$ cat src/rtl/prim_onehot_grant_gen.sv
// Registered round-robin grant generator: offers one request lane at a time as an
// onehot/address/enable triple and holds it under a valid/ready handshake.
//
// state | meaning
// IDLE  | no offer pending; outputs are zero
// OFFER | oh_o/addr_o/valid_o hold the granted lane until handshake or flush
module prim_onehot_grant_gen #(
    parameter int unsigned AddrWidth   = 5,
    parameter int unsigned OneHotWidth = 2**AddrWidth
) (
    input  logic                   clk_i,
    input  logic                   rst_ni,
    input  logic [OneHotWidth-1:0] req_i,
    input  logic                   flush_i,
    input  logic                   ready_i,
    output logic                   valid_o,
    output logic [OneHotWidth-1:0] oh_o,
    output logic [AddrWidth-1:0]   addr_o,
    output logic                   en_o
);

    localparam logic [AddrWidth-1:0] LastLane = AddrWidth'(OneHotWidth - 1);
    localparam logic [AddrWidth:0]   NumLanes = (AddrWidth + 1)'(OneHotWidth);

    typedef enum logic {
        IDLE  = 1'b0,
        OFFER = 1'b1
    } state_e;

    state_e                 state_q, state_d;
    logic [AddrWidth-1:0]   ptr_q, ptr_d;
    logic [AddrWidth-1:0]   addr_q, addr_d;
    logic [OneHotWidth-1:0] oh_q, oh_d;
    logic                   valid_q, valid_d;

    logic                   hs;
    logic [AddrWidth-1:0]   ptr_inc, ptr_arb;
    logic                   hi_vld, lo_vld, win_vld;
    logic [AddrWidth-1:0]   hi_idx, lo_idx, win_idx;

    // The pointer wraps at the real lane count, which need not be a power of two.
    assign ptr_inc = (addr_q == LastLane) ? '0 : addr_q + 1'b1;
    assign hs      = (state_q == OFFER) && ready_i;
    assign ptr_arb = hs ? ptr_inc : ptr_q;

    // Lowest request at or above the pointer wins; otherwise the lowest one below it.
    always_comb begin
        hi_vld = 1'b0;
        hi_idx = '0;
        lo_vld = 1'b0;
        lo_idx = '0;
        for (int unsigned i = 0; i < OneHotWidth; i++) begin
            if (req_i[i]) begin
                if (AddrWidth'(i) >= ptr_arb) begin
                    if (!hi_vld) begin
                        hi_vld = 1'b1;
                        hi_idx = AddrWidth'(i);
                    end
                end else if (!lo_vld) begin
                    lo_vld = 1'b1;
                    lo_idx = AddrWidth'(i);
                end
            end
        end
        win_vld = hi_vld | lo_vld;
        win_idx = hi_vld ? hi_idx : lo_idx;
    end

    always_comb begin
        state_d = state_q;
        ptr_d   = ptr_q;
        valid_d = valid_q;
        addr_d  = addr_q;
        oh_d    = oh_q;
        if (flush_i) begin
            state_d = IDLE;
            valid_d = 1'b0;
            addr_d  = '0;
            oh_d    = '0;
        end else begin
            case (state_q)
                IDLE: begin
                    if (win_vld) begin
                        state_d = OFFER;
                        valid_d = 1'b1;
                        addr_d  = win_idx;
                        oh_d    = OneHotWidth'(1) << win_idx;
                    end
                end
                OFFER: begin
                    if (ready_i) begin
                        ptr_d = ptr_inc;
                        if (win_vld) begin
                            valid_d = 1'b1;
                            addr_d  = win_idx;
                            oh_d    = OneHotWidth'(1) << win_idx;
                        end else begin
                            state_d = IDLE;
                            valid_d = 1'b0;
                            addr_d  = '0;
                            oh_d    = '0;
                        end
                    end
                end
                default: begin
                    state_d = IDLE;
                    valid_d = 1'b0;
                    addr_d  = '0;
                    oh_d    = '0;
                end
            endcase
        end
    end

    always_ff @(posedge clk_i or negedge rst_ni) begin
        if (!rst_ni) begin
            state_q <= IDLE;
            ptr_q   <= '0;
            valid_q <= 1'b0;
            addr_q  <= '0;
            oh_q    <= '0;
        end else begin
            state_q <= state_d;
            ptr_q   <= ptr_d;
            valid_q <= valid_d;
            addr_q  <= addr_d;
            oh_q    <= oh_d;
        end
    end

    assign valid_o = valid_q;
    assign en_o    = valid_q;
    assign oh_o    = oh_q;
    assign addr_o  = addr_q;

`ifndef SYNTHESIS
    a_onehot0 : assert property (@(posedge clk_i) disable iff (!rst_ni) $onehot0(oh_o));
    a_or_en   : assert property (@(posedge clk_i) disable iff (!rst_ni) (|oh_o) == en_o);
    a_en_vld  : assert property (@(posedge clk_i) disable iff (!rst_ni) en_o == valid_o);
    a_range   : assert property (@(posedge clk_i) disable iff (!rst_ni) {1'b0, addr_o} < NumLanes);
    a_addr_oh : assert property (@(posedge clk_i) disable iff (!rst_ni)
                                 valid_o |-> oh_o[addr_o]);
    a_idle_0  : assert property (@(posedge clk_i) disable iff (!rst_ni)
                                 !valid_o |-> (oh_o == '0 && addr_o == '0));
    a_stable  : assert property (@(posedge clk_i) disable iff (!rst_ni)
                                 (valid_o && !ready_i && !flush_i) |=>
                                 ($stable(oh_o) && $stable(addr_o) && $stable(valid_o)));
`endif

endmodule

$ cat config.mk
export PLATFORM = sky130hd
export DESIGN_NAME = prim_onehot_grant_gen
export DESIGN_NICKNAME = d
export VERILOG_FILES = /design/src/rtl/prim_onehot_grant_gen.sv
export SDC_FILE = /design/constraint.sdc
export NUM_CORES = 1
export LEC_CHECK = 0
export CAP_MARGIN = 20
export CORE_UTILIZATION = 25
export DETAILED_ROUTE_END_ITERATION = 10
export PLACE_DENSITY = 0.54
export SYNTH_ARGS = -nofsm -noshare
export SYNTH_HDL_FRONTEND = slang
export SYNTH_SLANG_ARGS = --single-unit
$ cat constraint.sdc
create_clock -name clk_i -period 5.1 [get_ports clk_i]
set_input_delay 0.51 -clock clk_i [delete_from_list [all_inputs] [get_ports clk_i]]
set_output_delay 0.51 -clock clk_i [all_outputs]
set_load 0.01 [all_outputs]
# Word level (Yosys, flattened, before mapping)
# Cells that the tools add are included.
[totals] ff_bits=44 inputBits=36 out_inout_bits=39 elab_cells=383
[op_classes] add_sub_neg=1 magnitude_cmp=32 eq_ne=3 shift=1 n_mux=335 n_bitwise=3 reduce_logical=3
[op_table] cell="5-bit two-way mux" n=187
[op_table] cell="1-bit two-way mux" n=140
[op_table] cell="32-bit two-way mux" n=4
[op_table] cell="5-bit greater-or-equal comparator, first input constant" n=16
[op_table] cell="32-bit one-hot mux with 2 select lines" n=1
[op_table] cell="4-bit by 5-bit greater-or-equal comparator with 1-bit output, first input constant" n=8
[op_table] cell="1-bit by 5-bit left shift with 32-bit output, first input constant" n=1
[op_table] cell="3-bit by 5-bit greater-or-equal comparator with 1-bit output, first input constant" n=4
[op_table] cell="1-bit by 5-bit greater-or-equal comparator with 1-bit output, first input constant" n=2
[op_table] cell="2-bit by 5-bit greater-or-equal comparator with 1-bit output, first input constant" n=2
[op_table] cell="5-bit one-hot mux with 2 select lines" n=1
[op_table] cell="3-bit != test, second input constant" n=2
[op_table] cell="5-bit by 1-bit adder with 5-bit output, second input constant" n=1
[op_table] cell="5-bit equality test, second input constant" n=1
[op_table] cell="1-bit one-hot mux with 2 select lines" n=2
[op_table] cell="3-bit AND reduction" n=1
[op_table] cell="1-bit NOT" n=2
[op_table] cell="2-bit AND reduction" n=1
[op_table] cell="1-bit logical AND" n=1
[op_table] cell="1-bit OR" n=1

# Longest topological paths before layout
[logic_depth] ltp_word=105 depth_mapped=19 mapped_depth_nobuf=13

# Least setup slack after synthesis
# No wires, ideal clock.
[synth_timing] path_kind="register to register" startpoint="register addr_q[0] (netlist: addr_o[0])" endpoint="register oh_q[16] (netlist: oh_o[16])" setup_ps=97 arrival_ps=4176 t_required_ps=5003 setup_slack_ps=828 path_stages_with_launch=19 n_path_buf=5 synth_period_minus_slack_ps=4272 path_cell_list="dfrtp_1 ha_1 and3_1 ha_1 buf_4 nand4b_4 and4_4 buf_6 a221oi_1 a2bb2oi_2 nand4_4 or4_1 buf_2 or4_4 a21oi_2 buf_4 buf_6 nand2_1 o31ai_1"
[synth_via] elab_chain_cells=105 word_cells_on_any_way=360 cone_classes="add/sub: 1; order compare: 32; eq/ne: 2; shift: 1; mux: 322; bitwise: 1; reduce/logical: 1"
[synth_lines] element="start, declared" line="32" text="logic [AddrWidth-1:0] addr_q, addr_d;"
[synth_lines] element="start signal, assigned" line="126" text="addr_q <= addr_d;"
[synth_lines] element="5-bit by 1-bit adder with 5-bit output or 5-bit equality test (tied branches)" line="42" text="assign ptr_inc = (addr_q == LastLane) ? '0 : addr_q + 1'b1;"
[synth_lines] element="5-bit two-way mux (*)" line="42"
[synth_lines] element="5-bit two-way mux (*)" line="44" text="assign ptr_arb = hs ? ptr_inc : ptr_q;"
[synth_lines] element="1-bit by 5-bit greater-or-equal comparator with 1-bit output" line="54" text="if (AddrWidth'(i) >= ptr_arb) begin"
[synth_lines] element="1-bit two-way mux" line="54"
[synth_lines] element="1-bit two-way mux" line="53" text="if (req_i[i]) begin"
[synth_lines] element="1-bit two-way mux, on equally long branches" line="59, 55"
[synth_lines] element="1-bit two-way mux" line="54"
[synth_lines] element="[89 not listed]"
[synth_lines] element="5-bit two-way mux" line="54"
[synth_lines] element="5-bit two-way mux" line="53"
[synth_lines] element="5-bit two-way mux" line="66" text="win_idx = hi_vld ? hi_idx : lo_idx;"
[synth_lines] element="1-bit by 5-bit left shift with 32-bit output" line="87, 96"
[synth_lines] element="32-bit two-way mux" line="93" text="if (win_vld) begin"
[synth_lines] element="32-bit two-way mux" line="91" text="if (ready_i) begin"
[synth_lines] element="32-bit one-hot mux with 2 select lines" line="81" text="case (state_q)"
[synth_lines] element="32-bit two-way mux" line="75" text="if (flush_i) begin"
[synth_lines] element="end signal, assigned" line="127" text="oh_q <= oh_d;"
[synth_lines] element="end, declared" line="33" text="logic [OneHotWidth-1:0] oh_q, oh_d;"
# Mark *: on every way between the ends. The rest lies on a longest branch, timed or not. The select of a mux whose other input is x is not followed.
# A chain may end at the register's enable or synchronous reset.

# Final worst setup path
[layout_timing] startpoint="register addr_q[1] (netlist: addr_o[1])" endpoint="register oh_q[12] (netlist: oh_o[12])"
# Same word-level chain as after synthesis.

==> impl_metrics.ini <==
[setup_path]
ff2ff_setup_slack_ns = 0.29
reg2regPathDepth = 14
arrival_ns = 5.00
crit-reg2reg-launch = addr_o[1]
crit_path_end = oh_o[12]
crit_fanout = 12
worst_setup_path_end_kind = register
timing.rr.end = oh_o[12]
crit_type = reg2reg
startpoint_type = register
crit_path_start = addr_o[1]
crit_required_ns = 5.28

[route]
first_iter_violations = 436
firstDrtPassIters = 5
drcViolationCount = 0
route.vias.total = 4456
ant_nets = 0
wl_per_cell_um = 19.3
drt-total-wl_mm = 15.1
viasPerCell = 5.69

[clock_tree]
cts_tree = done
clk_pin_slew_worst_paths_ns = 0.06
cts_sinks = 44
clock_path_buffers = 2
root_buffer = clkbuf_16
cts_inserted_buffers = 5
cts_htree_levels = 2
worstSkewPairLatency_ns = 0.28
cts_hold_buf = 0

[floorplanning]
rows = 46
pin_count = 75
initial_core_util_pct = 25.6
fp.dieW_um = 130
coreArea_mm2 = 0.0159
dieArea_mm2 = 0.0168
die-height_um = 130

[final_layout]
num_antenna_cells = 0
syn2layout_area_growth_pct = 32.2
nets = 604
drive_above_1_share_pct = 16.8

[outcome]
outcome = finished, final reports clean

[yosys]
synth_flop_cell = dfrtp_1
yosys-top-cells-area = dfrtp_1, o31ai_1, nand2_1
netlist-cell-type-count = 97
syn_area_per_cell_um2 = 8.49
synth_cells = 479
syn_area_mm2 = 0.00407
yosys.area.top_type_share_pct = 27.1
synth_fp_nets = 517
synth_common_cells = nand2_1, dfrtp_1, o31ai_1
ys_seq_elements = 44
yosysWarnings = 0
synth-seq-area-share_pct = 27.1
synthMostInstantiatedCell = nand2_1
yosysTopAreaCell = dfrtp_1
synth_edf_count = 0
synth_async_sr_flop_share_pct = 100

[timing]
finalHoldViolations = 0
fin_crit_sh_pct = 94.4
final_max_slew_viol_count = 0
fmax_ghz = 0.208
fin_worst_skew_ns = 0.00591
fin_ws_ns = 0.288
tns_ns = 0
rsz0062_at_grt = false
relSlewSlack_pct = 49.8
setup_viol = 0
period_needed_ns = 4.81
holdWs_ns = 0.0401
worstMarginPinSlew_ns = 0.753

[power]
p_leak_nw = 2.05
max-vdd-ir-drop_mv = 0.144
powerDensity_mw_per_mm2 = 255
total_power_mw = 1.37

[global_routing]
grt_pass1_wl_mm = 23.4
grt.busiest_layer = met2
met3_usage_pct = 2.93
grt_pass1_vias = 4163
grt_max_degree = 45
use_met1_pct = 25.1
grt_overflow = 0
grt.total_usage_pct = 18.1
met2_usage_pct = 29.0
antenna_found_initial = 0

[place]
gp_congestion = 1.00
place_ws_ns = -0.0764
io_buffers = 74
dpl.hpwl_mm = 11.7

[run]
drv_cap = 0

[hold_path]
min_path_type = in2async
-- kinds of logic after synthesis --
kind of cell             synth area share (%)
multiplexers                             2.28
XOR/XNOR                                0.831
flip-flops                               27.1
AND/OR/NAND/NOR                          23.7
buffers and inverters                    6.62
AO/OA/AOI/OAI                            38.9
adder cells (fa/ha/maj)                 0.615
-- critical path, stage by stage, from the launching register on --
cell and delay [ns]:
dfrtp_1 0.40, ha_1 0.26, and3_1 0.18, ha_1 0.38
and3b_1 0.32, a22o_1 0.25, a211oi_1 0.60, o32ai_1 0.30
nor4_2 0.32, buf_4 0.18, nand3_1 0.18, a211o_1 0.36
a21oi_1 0.26, nand3_1 0.35, o31ai_1 0.36
-- stage by stage --
stage | util, % | std cells | area (um2)
finish | 33.8 | 783 | 5370
global route | 33.8 | 783 | 5370
CTS | 33.2 | 776 | 5280
detailed placement | 32.1 | 768 | 5100
global placement | 32.1 | 768 | 5100
floorplan | - | 479 | 4070
-- sequential cells by signal, indices dropped and copies added (netlist names) --
signal / cells
addr_o: 5
oh_o: 32
en_o: 1
ptr_q: 5
state_q: 1
-- worst min-delay path by stage --
| stage | endpoint | depth (start not counted) | slack [ns] | from |
|---|---|---|---|---|
| floorplan | addr_o[0] | 0 | 0.21 | rst_ni |
| global placement | oh_o[24] | 2 | 0.47 | oh_o[24] |
| detailed placement | oh_o[16] | 2 | 0.47 | oh_o[16] |
| CTS | ptr_q[0] | 1 | 0.43 | rst_ni |
| global route | oh_o[16] | 1 | 0.03 | rst_ni |
| finish | oh_o[16] | 1 | 0.04 | rst_ni |
-- power by group --
part           total, mW  internal (mW)  switching, mW
Combinational      0.601          0.233          0.368
Clock              0.377          0.245          0.132
Sequential         0.394          0.368         0.0260
-- cell type report --
cell class	instances	area, um2
clock inverter	2	38.8
clock buffer	6	139
multi-input combinational	391	2730
fill	1665	10500
timing repair buffer	113	1060
inverter	11	41.3
sequential	44	1100
tap	216	270
-- cell usage in the layout, fill, tap and decap left out, types with 5 or more instances in the layout --
cell and instances:
nand3_1 15, nor2_1 16, a21bo_2 5, dfrtp_1 44, a22oi_1 7, o211ai_1 12
nand4_1 8, and3_1 8, and2_1 5, o21ai_1 11, nand2b_1 6, clkbuf_16 5
o31ai_1 38, a21oi_1 20, buf_4 36, a31oi_1 7, a211oi_1 7, inv_1 11
a211o_1 5, o21ai_0 24, clkdlybuf4s50_1 73, nand2_1 68
-- timing repair --
item	in CTS	in global routing
pin swaps	0	1
endpoints found under the setup margin	8	38
buffers inserted	0	5
gates resized for setup	1	5
-- per-layer routing --
layer | wire length, um | vias up | part of all wire (%)
met5 | 0 | - | 0
met4 | 335 | 0 | 2.2
met3 | 1010 | 29 | 6.7
met2 | 6980 | 195 | 46
met1 | 6750 | 2155 | 45
li1 | - | 2077 | -
Note: power is estimated with default switching activity, not from simulation.
==> variant: new RTL, config.mk and constraints unchanged <==
`oh_q` no longer has a reset.
--- a/src/rtl/prim_onehot_grant_gen.sv
+++ b/src/rtl/prim_onehot_grant_gen.sv
@@ -120,3 +120,2 @@
             addr_q  <= '0;
-            oh_q    <= '0;
         end else begin
@@ -126,4 +125,7 @@
             addr_q  <= addr_d;
-            oh_q    <= oh_d;
         end
+    end
+
+    always_ff @(posedge clk_i) begin
+        oh_q <= oh_d;
     end
Behaviour: not the same (a bounded check fails within 4 cycles, from zero or initial values and one cycle with rst_ni low).
==> variant against the original RTL <==
- setup slack better by 0.019 ns
- critical endpoint is now oh_o[16]
- area after synthesis up 3.5%
- final cell count down 2.0%
- wire length up 4.4%
- sequential cell count unchanged
- power down 2.0%
- die area up 3.5%
- final area down 0.79%
- hold slack better by 0.42 ns
==> variant: results <==
set metrics [dict create \
    status "completed" \
    pre_cts_ws_ns 0.177 \
    ys.flop_type "dfxtp_1" \
    synth_cell_type_count 107 \
    m1WireLength_mm 7.28 \
    routedWlPerCell_um 20.5 \
    placed_cells 759 \
    cts_resized 0 \
    worst_slack_ns 0.306 \
    synth.area.mux_share_pct 1.69 \
    critPathMaxFanout 15 \
    p_leak_nw 1.83 \
    p_clk_share_pct 23.3 \
    slowest_stage "nor4b_2" \
    p_sw_share_pct 41.6 \
    rrSetupSlack_ns 0.31 \
    crit_arrival_ns 5.02 \
    netlist_instances 478 \
    synth_compound_gate_area_share_pct 45.6 \
    wl_met2_mm 6.77 \
    crit_path_end "oh_o[16]" \
    viasPerCell 5.86 \
    async_reset_ff_share_pct 27.3 \
    grt_pass1_vias 4285 \
    dpl_cell_area_sq_um 5170 \
    dp_hpwl_mm 12.2 \
    skew_ns 0.00476 \
    max_slew_margin_pct 50.8 \
    grt_max_degree 34 \
    power_frac_seq_pct 29.0 \
    ff2ff_path_depth 13 \
    max-vdd-ir-drop_mv 0.136 \
    nets 584 \
]
## variant: cell count changes in the layout (fill, tap and decap cells not counted), sizes merged, moves of 13 or more
cell	before	now
buf	40	13
o32ai	3	20
a32o	4	17
nand2	71	40
inv	11	27
o31ai	38	5
dfxtp	0	32
dfrtp	44	12
## variant: logic make-up after synthesis
kind of cell               count (synthesis)
adders and majority gates                  2
and+or+nand+nor                          150
xor gates and xnor gates                   2
muxes                                      5
AOI/OAI and AO/OA                        222
buffers and inverters                     53
DFF                                       44
## variant: cell type report
| class | count | area [sq um] |
|---|---|---|
| Tap cell | 220 | 275 |
| Multi-Input combinational cell | 381 | 3020 |
| Fill cell | 1681 | 11200 |
| Sequential cell | 44 | 941 |
| Inverter | 27 | 101 |
| Clock buffer | 6 | 129 |
| Timing Repair Buffer | 87 | 851 |
| Clock inverter | 2 | 11.3 |
